File: src/rtl/sdram_arbit.sv
// sdram_arbit: single owner of the SDRAM command/address/DQ pins.
// Grants init, then refresh > write > read, one at a time.
module sdram_arbit #(
  parameter logic [3:0] CMD_NOP = 4'b0111,
  parameter int         DATA_W  = 16
) (
  input  logic              clk,
  input  logic              rst,
  input  logic              init_end,
  input  logic [3:0]        init_cmd,
  input  logic [1:0]        init_bank,
  input  logic [12:0]       init_addr,
  input  logic              aref_req,
  input  logic              aref_end,
  input  logic [3:0]        aref_cmd,
  input  logic [1:0]        aref_bank,
  input  logic [12:0]       aref_addr,
  input  logic              wr_req,
  input  logic              wr_end,
  input  logic [3:0]        wr_cmd,
  input  logic [1:0]        wr_bank,
  input  logic [12:0]       wr_addr,
  input  logic [DATA_W-1:0] wr_sdram_data,
  input  logic              wr_sdram_en,
  input  logic              rd_req,
  input  logic              rd_end,
  input  logic [3:0]        rd_cmd,
  input  logic [1:0]        rd_bank,
  input  logic [12:0]       rd_addr,
  output logic              aref_en,
  output logic              wr_en,
  output logic              rd_en,
  output logic              sdram_cke,
  output logic              sdram_cs_n,
  output logic              sdram_ras_n,
  output logic              sdram_cas_n,
  output logic              sdram_we_n,
  output logic [1:0]        sdram_ba,
  output logic [12:0]       sdram_addr,
  output logic [DATA_W-1:0] sdram_dq_out,
  output logic              sdram_dq_oe
);

  typedef enum logic [2:0] {
    S_IDLE,
    S_ARBIT,
    S_AREF,
    S_WRITE,
    S_READ
  } state_t;

  state_t state_q, state_d;
  logic   aref_en_q, aref_en_d;
  logic   wr_en_q, wr_en_d;
  logic   rd_en_q, rd_en_d;
  logic   cke_q;
  logic [3:0] cmd;

  // Next state and grants; an end pulse only counts for the owner.
  always_comb begin
    state_d   = state_q;
    aref_en_d = aref_en_q;
    wr_en_d   = wr_en_q;
    rd_en_d   = rd_en_q;
    unique case (state_q)
      S_IDLE: begin
        if (init_end) state_d = S_ARBIT;
      end
      S_ARBIT: begin
        if (aref_req) begin
          state_d   = S_AREF;
          aref_en_d = 1'b1;
        end else if (wr_req) begin
          state_d = S_WRITE;
          wr_en_d = 1'b1;
        end else if (rd_req) begin
          state_d = S_READ;
          rd_en_d = 1'b1;
        end
      end
      S_AREF: begin
        if (aref_end) begin
          state_d   = S_ARBIT;
          aref_en_d = 1'b0;
        end
      end
      S_WRITE: begin
        if (wr_end) begin
          state_d = S_ARBIT;
          wr_en_d = 1'b0;
        end
      end
      S_READ: begin
        if (rd_end) begin
          state_d = S_ARBIT;
          rd_en_d = 1'b0;
        end
      end
      default: begin
        state_d   = S_IDLE;
        aref_en_d = 1'b0;
        wr_en_d   = 1'b0;
        rd_en_d   = 1'b0;
      end
    endcase
  end

  // State and grant registers; reset drops any grant immediately.
  always_ff @(posedge clk) begin
    if (rst) begin
      state_q   <= S_IDLE;
      aref_en_q <= 1'b0;
      wr_en_q   <= 1'b0;
      rd_en_q   <= 1'b0;
      cke_q     <= 1'b1;
    end else begin
      state_q   <= state_d;
      aref_en_q <= aref_en_d;
      wr_en_q   <= wr_en_d;
      rd_en_q   <= rd_en_d;
      cke_q     <= 1'b1;
    end
  end

  // Pin mux follows the current owner.
  always_comb begin
    cmd        = CMD_NOP;
    sdram_ba   = 2'b11;
    sdram_addr = 13'h1fff;
    unique case (state_q)
      S_IDLE: begin
        cmd        = init_cmd;
        sdram_ba   = init_bank;
        sdram_addr = init_addr;
      end
      S_AREF: begin
        cmd        = aref_cmd;
        sdram_ba   = aref_bank;
        sdram_addr = aref_addr;
      end
      S_WRITE: begin
        cmd        = wr_cmd;
        sdram_ba   = wr_bank;
        sdram_addr = wr_addr;
      end
      S_READ: begin
        cmd        = rd_cmd;
        sdram_ba   = rd_bank;
        sdram_addr = rd_addr;
      end
      default: begin
        cmd        = CMD_NOP;
        sdram_ba   = 2'b11;
        sdram_addr = 13'h1fff;
      end
    endcase
  end

  // DQ is only ever driven by the write owner.
  always_comb begin
    sdram_dq_oe  = (state_q == S_WRITE) && wr_sdram_en;
    sdram_dq_out = sdram_dq_oe ? wr_sdram_data : '0;
  end

  assign {sdram_cs_n, sdram_ras_n, sdram_cas_n, sdram_we_n} = cmd;

  assign aref_en   = aref_en_q;
  assign wr_en     = wr_en_q;
  assign rd_en     = rd_en_q;
  assign sdram_cke = cke_q;

endmodule

File: config.mk
export PLATFORM = sky130hd
export DESIGN_NAME = sdram_arbit
export DESIGN_NICKNAME = d
export VERILOG_FILES = /design/src/rtl/sdram_arbit.sv
export SDC_FILE = /design/constraint.sdc
export NUM_CORES = 1
export LEC_CHECK = 0
export CAP_MARGIN = 20
export CORE_UTILIZATION = 25
export DETAILED_ROUTE_END_ITERATION = 7
export PLACE_DENSITY = 0.91
export SLEW_MARGIN = 20
export SYNTH_ARGS = -nofsm -noshare
export SYNTH_HDL_FRONTEND = slang
export SYNTH_SLANG_ARGS = --single-unit
File: constraint.sdc
create_clock -name clk -period 1.6 [get_ports clk]
set_clock_uncertainty 0.05 [all_clocks]
set_input_delay 0.32 -clock clk [delete_from_list [all_inputs] [get_ports clk]]
set_output_delay 0.32 -clock clk [all_outputs]
set_load 0.05 [all_outputs]
=== After elaboration in Yosys (flattened, before gate mapping) ===
Index checks and enable logic that the tools add are counted.

* $add $sub $neg: 0
* Multipliers: 0
* Divide/modulo/power cells: 0
* Order comparisons: 0
* Equality and inequality tests: 14
* Shift-type cells: 0
* Multiplexer cells: 24
* Bitwise logic cells: 3
* Reduce and logical (&&, ||, !) cells: 9

{| class="wikitable"
|+ Operators by type and width
! kind !! number
|-
| 13-bit one-hot mux with 4 select lines || 1
|-
| 3-bit 2-to-1 mux || 7
|-
| 2-bit inequality test, second input constant || 9
|-
| 16-bit 2-to-1 mux || 1
|-
| 4-bit one-hot mux with 4 select lines || 1
|-
| 3-bit one-hot mux with 5 select lines || 1
|-
| 5-bit AND reduction || 2
|-
| 1-bit 2-to-1 mux || 9
|-
| 1-bit one-hot mux with 3 select lines || 3
|-
| 3-bit OR reduction || 3
|-
| 2-bit one-hot mux with 4 select lines || 1
|-
| 3-bit by 2-bit == test with 1-bit output, second input constant || 2
|-
| 4-bit inequality test, second input constant || 1
|-
| 4-bit AND reduction || 1
|-
| 3-bit by 1-bit == test with 1-bit output, second input constant || 1
|-
| 3-bit == test, second input constant || 1
|-
| 3-bit logical NOT || 1
|-
| 1-bit inverter || 3
|-
| 3-bit AND reduction || 1
|-
| 1-bit logical AND || 1
|}

* Register bits after elaboration: 6
* Latch bits: 0
* Memory bits (writable): 0
* Memory bits (read-only): 0
* Bits of input ports: 102
* Memories: 0

=== Logic depth before layout (Yosys ltp) ===
* Depth in word-level cells: 4
* Mapped depth: 6
* Mapped depth without buffers: 4

=== Worst setup path before layout ===
No wires, ideal clock.

* Path kind: register to output
* From: reg state_q[2]
* To: out sdram_addr[0]
* Data arrival time: 1.762 ns
* Data required time: 1.230 ns
* Slack: -0.532 ns
* Cell stages (with the launch flop): 6
* Buffers on the path: 3
* Cells stage by stage: dfxtp_1 > buf_6 > buf_2 > buf_4 > mux2i_1 > a22oi_1

* Word-level cells in the longest chain between the ends: 2
* Elaborated cells on any way between the ends: 5

{| class="wikitable"
|+ RTL lines
! item !! RTL line !! RTL
|-
| from (decl) || 52 || <nowiki>state_t state_q, state_d;</nowiki>
|-
| from (signal assigned) || 117 || <nowiki>state_q <= state_d;</nowiki>
|-
| 3-bit == test, or another cell as far along || 130 || <nowiki>unique case (state_q)</nowiki>
|-
| 13-bit one-hot mux with 4 select lines * || 130 ||
|-
| to (decl) || 39 || <nowiki>output logic [12:0] sdram_addr,</nowiki>
|}

Mark *: on every way between the ends. The rest lies on a longest branch, timed or not.

=== Worst setup path after layout ===
* From: reg state_q[2]
* To: out sdram_dq_out[12]

* Word-level cells in the longest chain between the ends: 3

{| class="wikitable"
|+ RTL lines
! item !! RTL line !! RTL
|-
| 3-bit by 2-bit == test with 1-bit output || 161 || <nowiki>sdram_dq_oe = (state_q == S_WRITE) && wr_sdram_en;</nowiki>
|-
| 1-bit logical AND || 161 ||
|-
| 16-bit 2-to-1 mux || 162 || <nowiki>sdram_dq_out = sdram_dq_oe ? wr_sdram_data : '0;</nowiki>
|-
| to (decl) || 40 || <nowiki>output logic [DATA_W-1:0] sdram_dq_out,</nowiki>
|}

Every way passes these cells.

==> flow_summary.toml <==
[worst_setup_path]
crit_path_max_fanout = 6
rr_startpoint = "state_q[2]"
required_ns = 1.23
rr_worst_depth = 5
r2r-end = "state_q[2]"
start_kind = "register"
worstPathArrival_ns = 1.47
r2r_slack_ns = -0.13
crit_type = "register to primary output"
endpoint_kind = "primary output"

[placed_design]
gp_congestion = 0.806
dpl_cell_area_um2 = 3110
preCtsSetupSlack_ns = -0.422
port_buffers = 140
hpwl_um = 4760

[clocking]
h-tree-depth = 1
clock-root-buffer = "clkbuf_8"
cts_tree = "yes"
cts.clk_slew.worst_paths_ns = 0.04
clock-sinks = 6
cts_buffer_depth = 2
clock_latency_ns = 0.22
cts_buffers = 3
cts_hold_buf = 0

[final_layout]
stdcell_area_um2 = 3660
nNetsFinal = 401
insertedDiodeCount = 0
area_delta_synth_final_pct = 239
fillers = 161
drive_above_1_share = 0.508

[timing]
layout_min_cycle_time_ns = 1.84
fin_setup_tns_ns = -7.77
hold_viol_final = 0
post-route-period-util = 1.15
hold_ws_ns = 0.542
slew_viol_final = 0
rsz0062_at_grt = "yes"
setup_viol = 39
layout_setup_ws_ns = -0.237
fmax_mhz = 544

[yosys]
synth.yosys.seq_area_share = 0.111
netlist_top_cells_count = "mux2i_1, a22oi_1, and2_1, buf_2, dfxtp_1"
synthArstFlopShare = 0
synth_warnings = 0
netlist_instances = 134
synth_flop_cell = "dfxtp_1"
syn_area_per_cell_um2 = 8.06
synth-edff-count = 0
synth_top_cell_by_area = "mux2i_1"
yosysTopAreaCellShare = 0.343
synth-seq-cells = 6
synth.most_common_cell = "mux2i_1"
synth_fp_nets = 236
ys_top_cells_by_area = "mux2i_1, a22oi_1, dfxtp_1"
synth_area_um2 = 1080
ys_types = 29

[drt]
dr_total_vias = 1957
wirelength_um = 8370
viasPerCell = 5.64
antenna_left = 0
remaining_drc_errors = 0
wl_per_cell_um = 24.1
dr.pass1.iters = 5
drt_iter0_markers = 91

[floorplan]
start_util = 0.264
dieArea_um2 = 4590
core_um2 = 4090
fp.dieW_um = 67.7
dieHeight_um = 67.7
boundaryPins = 142
num_rows = 23

[status]
violations = "negative setup slack"
status = "finished with violations"

[power_and_ir_drop]
ir_drop_mv = 0.728
p_leak_nw = 1.41
power.density_nw_per_um2 = 780
finalPower_w = 0.00286

[run]
cap_violations = 0

[global_routing]
grt_overflow = 0
grt_start_max_net_pins = 19
grt_pass1_wl_um = 9050
track_usage = 0.270
grt_pass1_vias = 1816
antenna_found_initial = 0

[worst_hold_path]
worstHoldStart = "wr_en"
whs_path_depth = 2
hold_end = "wr_en"
hp-class = "register to register"
[per-stage QoR]
stage          utilization  cells
6_report             0.897    347
5_1_grt              0.897    347
4_1_cts              0.837    340
3_5_place_dp         0.761    326
3_3_place_gp         0.761    326
2_1_floorplan            -    134
[timing repair]
action / in CTS / in global routing
hold endpoints to repair: 0 / 0
pin swaps: 17 / 13
setup endpoints to repair: 37 / 39
buffers inserted: 9 / 5
gates resized for setup: 42 / 32
gates cloned: 2 / 2
[worst max path at each step]
stage          cells past startpoint        from  slack [ns]                to
4_1_cts                            5  state_q[0]       -0.20    sdram_addr[11]
3_3_place_gp                       3  state_q[1]       -0.39       sdram_ba[0]
6_report                           6  state_q[2]       -0.24  sdram_dq_out[12]
5_1_grt                            5  state_q[0]       -0.27     sdram_addr[7]
3_5_place_dp                       3  state_q[1]       -0.42    sdram_addr[11]
2_1_floorplan                      5  state_q[2]       -0.09     sdram_addr[0]
[layer usage]
metal | wire [um] | GRT usage | part of all wire | up-vias
met3 | 638 | 0.0524 | 0.076 | 46
met2 | 4630 | 0.519 | 0.55 | 150
li1 | - | - | - | 827
met4 | 533 | 0.120 | 0.064 | 0
met5 | 0 | 0 | 0 | -
met1 | 2570 | 0.275 | 0.31 | 934
[sequential cells by signal, indices dropped and copies added, names as in the netlist]
| register | flops |
|---|---|
| aref_en | 1 |
| rd_en | 1 |
| wr_en | 1 |
| state_q | 3 |
[critical path: stages (launching register included)]
cell	delay (ns)
dfxtp_4	0.35
buf_8	0.14
nor2b_4	0.11
and3_4	0.21
buf_6	0.13
and2_4	0.16
buf_12	0.13
[cell usage in the layout, fill, tap and decap left out, types with 2 or more instances in the layout]
cell | synthesis | final
clkdlybuf4s50_1 | 0 | 100
buf_12 | 0 | 41
buf_4 | 3 | 19
a22oi_2 | 0 | 18
and2_4 | 1 | 17
mux2i_2 | 0 | 14
mux2i_4 | 0 | 12
mux2i_1 | 37 | 11
buf_6 | 1 | 7
a21oi_1 | 5 | 4
o21ai_0 | 4 | 4
nor2_1 | 4 | 3
nor2b_1 | 5 | 3
dfxtp_1 | 6 | 3
clkbuf_8 | 0 | 3
buf_8 | 0 | 3
nor2b_4 | 0 | 2
inv_1 | 2 | 2
nand2_1 | 2 | 2
a31oi_1 | 3 | 2
nor3_1 | 3 | 2
clkbuf_16 | 0 | 2
dfxtp_2 | 0 | 2
[where the power goes]
part           internal (W)  leakage (nW)  total, W  switching [W]
clock              0.000162        0.0216  0.000231      0.0000688
sequential         0.000171        0.0505  0.000192      0.0000215
combinational       0.00125          1.34   0.00243        0.00119
[kinds of logic (layout without fill, tap and decap cells)]
logic type	count (synthesis)	count (layout)	synth area share
flip-flops	6	6	0.111
AO/OA/AOI/OAI	38	38	0.269
buffers and inverters	17	180	0.0869
AND/OR/NAND/NOR	35	35	0.187
other	1	1	0.00347
multiplexers	37	37	0.343
[final cells by class]
class	instances	area, um2	area share
clock buffers	3	41.3	0.0113
well taps	50	62.6	0.0171
flip-flops and latches	6	126	0.0345
repair buffers	174	2180	0.594
multi-input cells	111	1240	0.340
inverters	3	11.3	0.00307
Note: power is estimated with default switching activity, not from simulation.
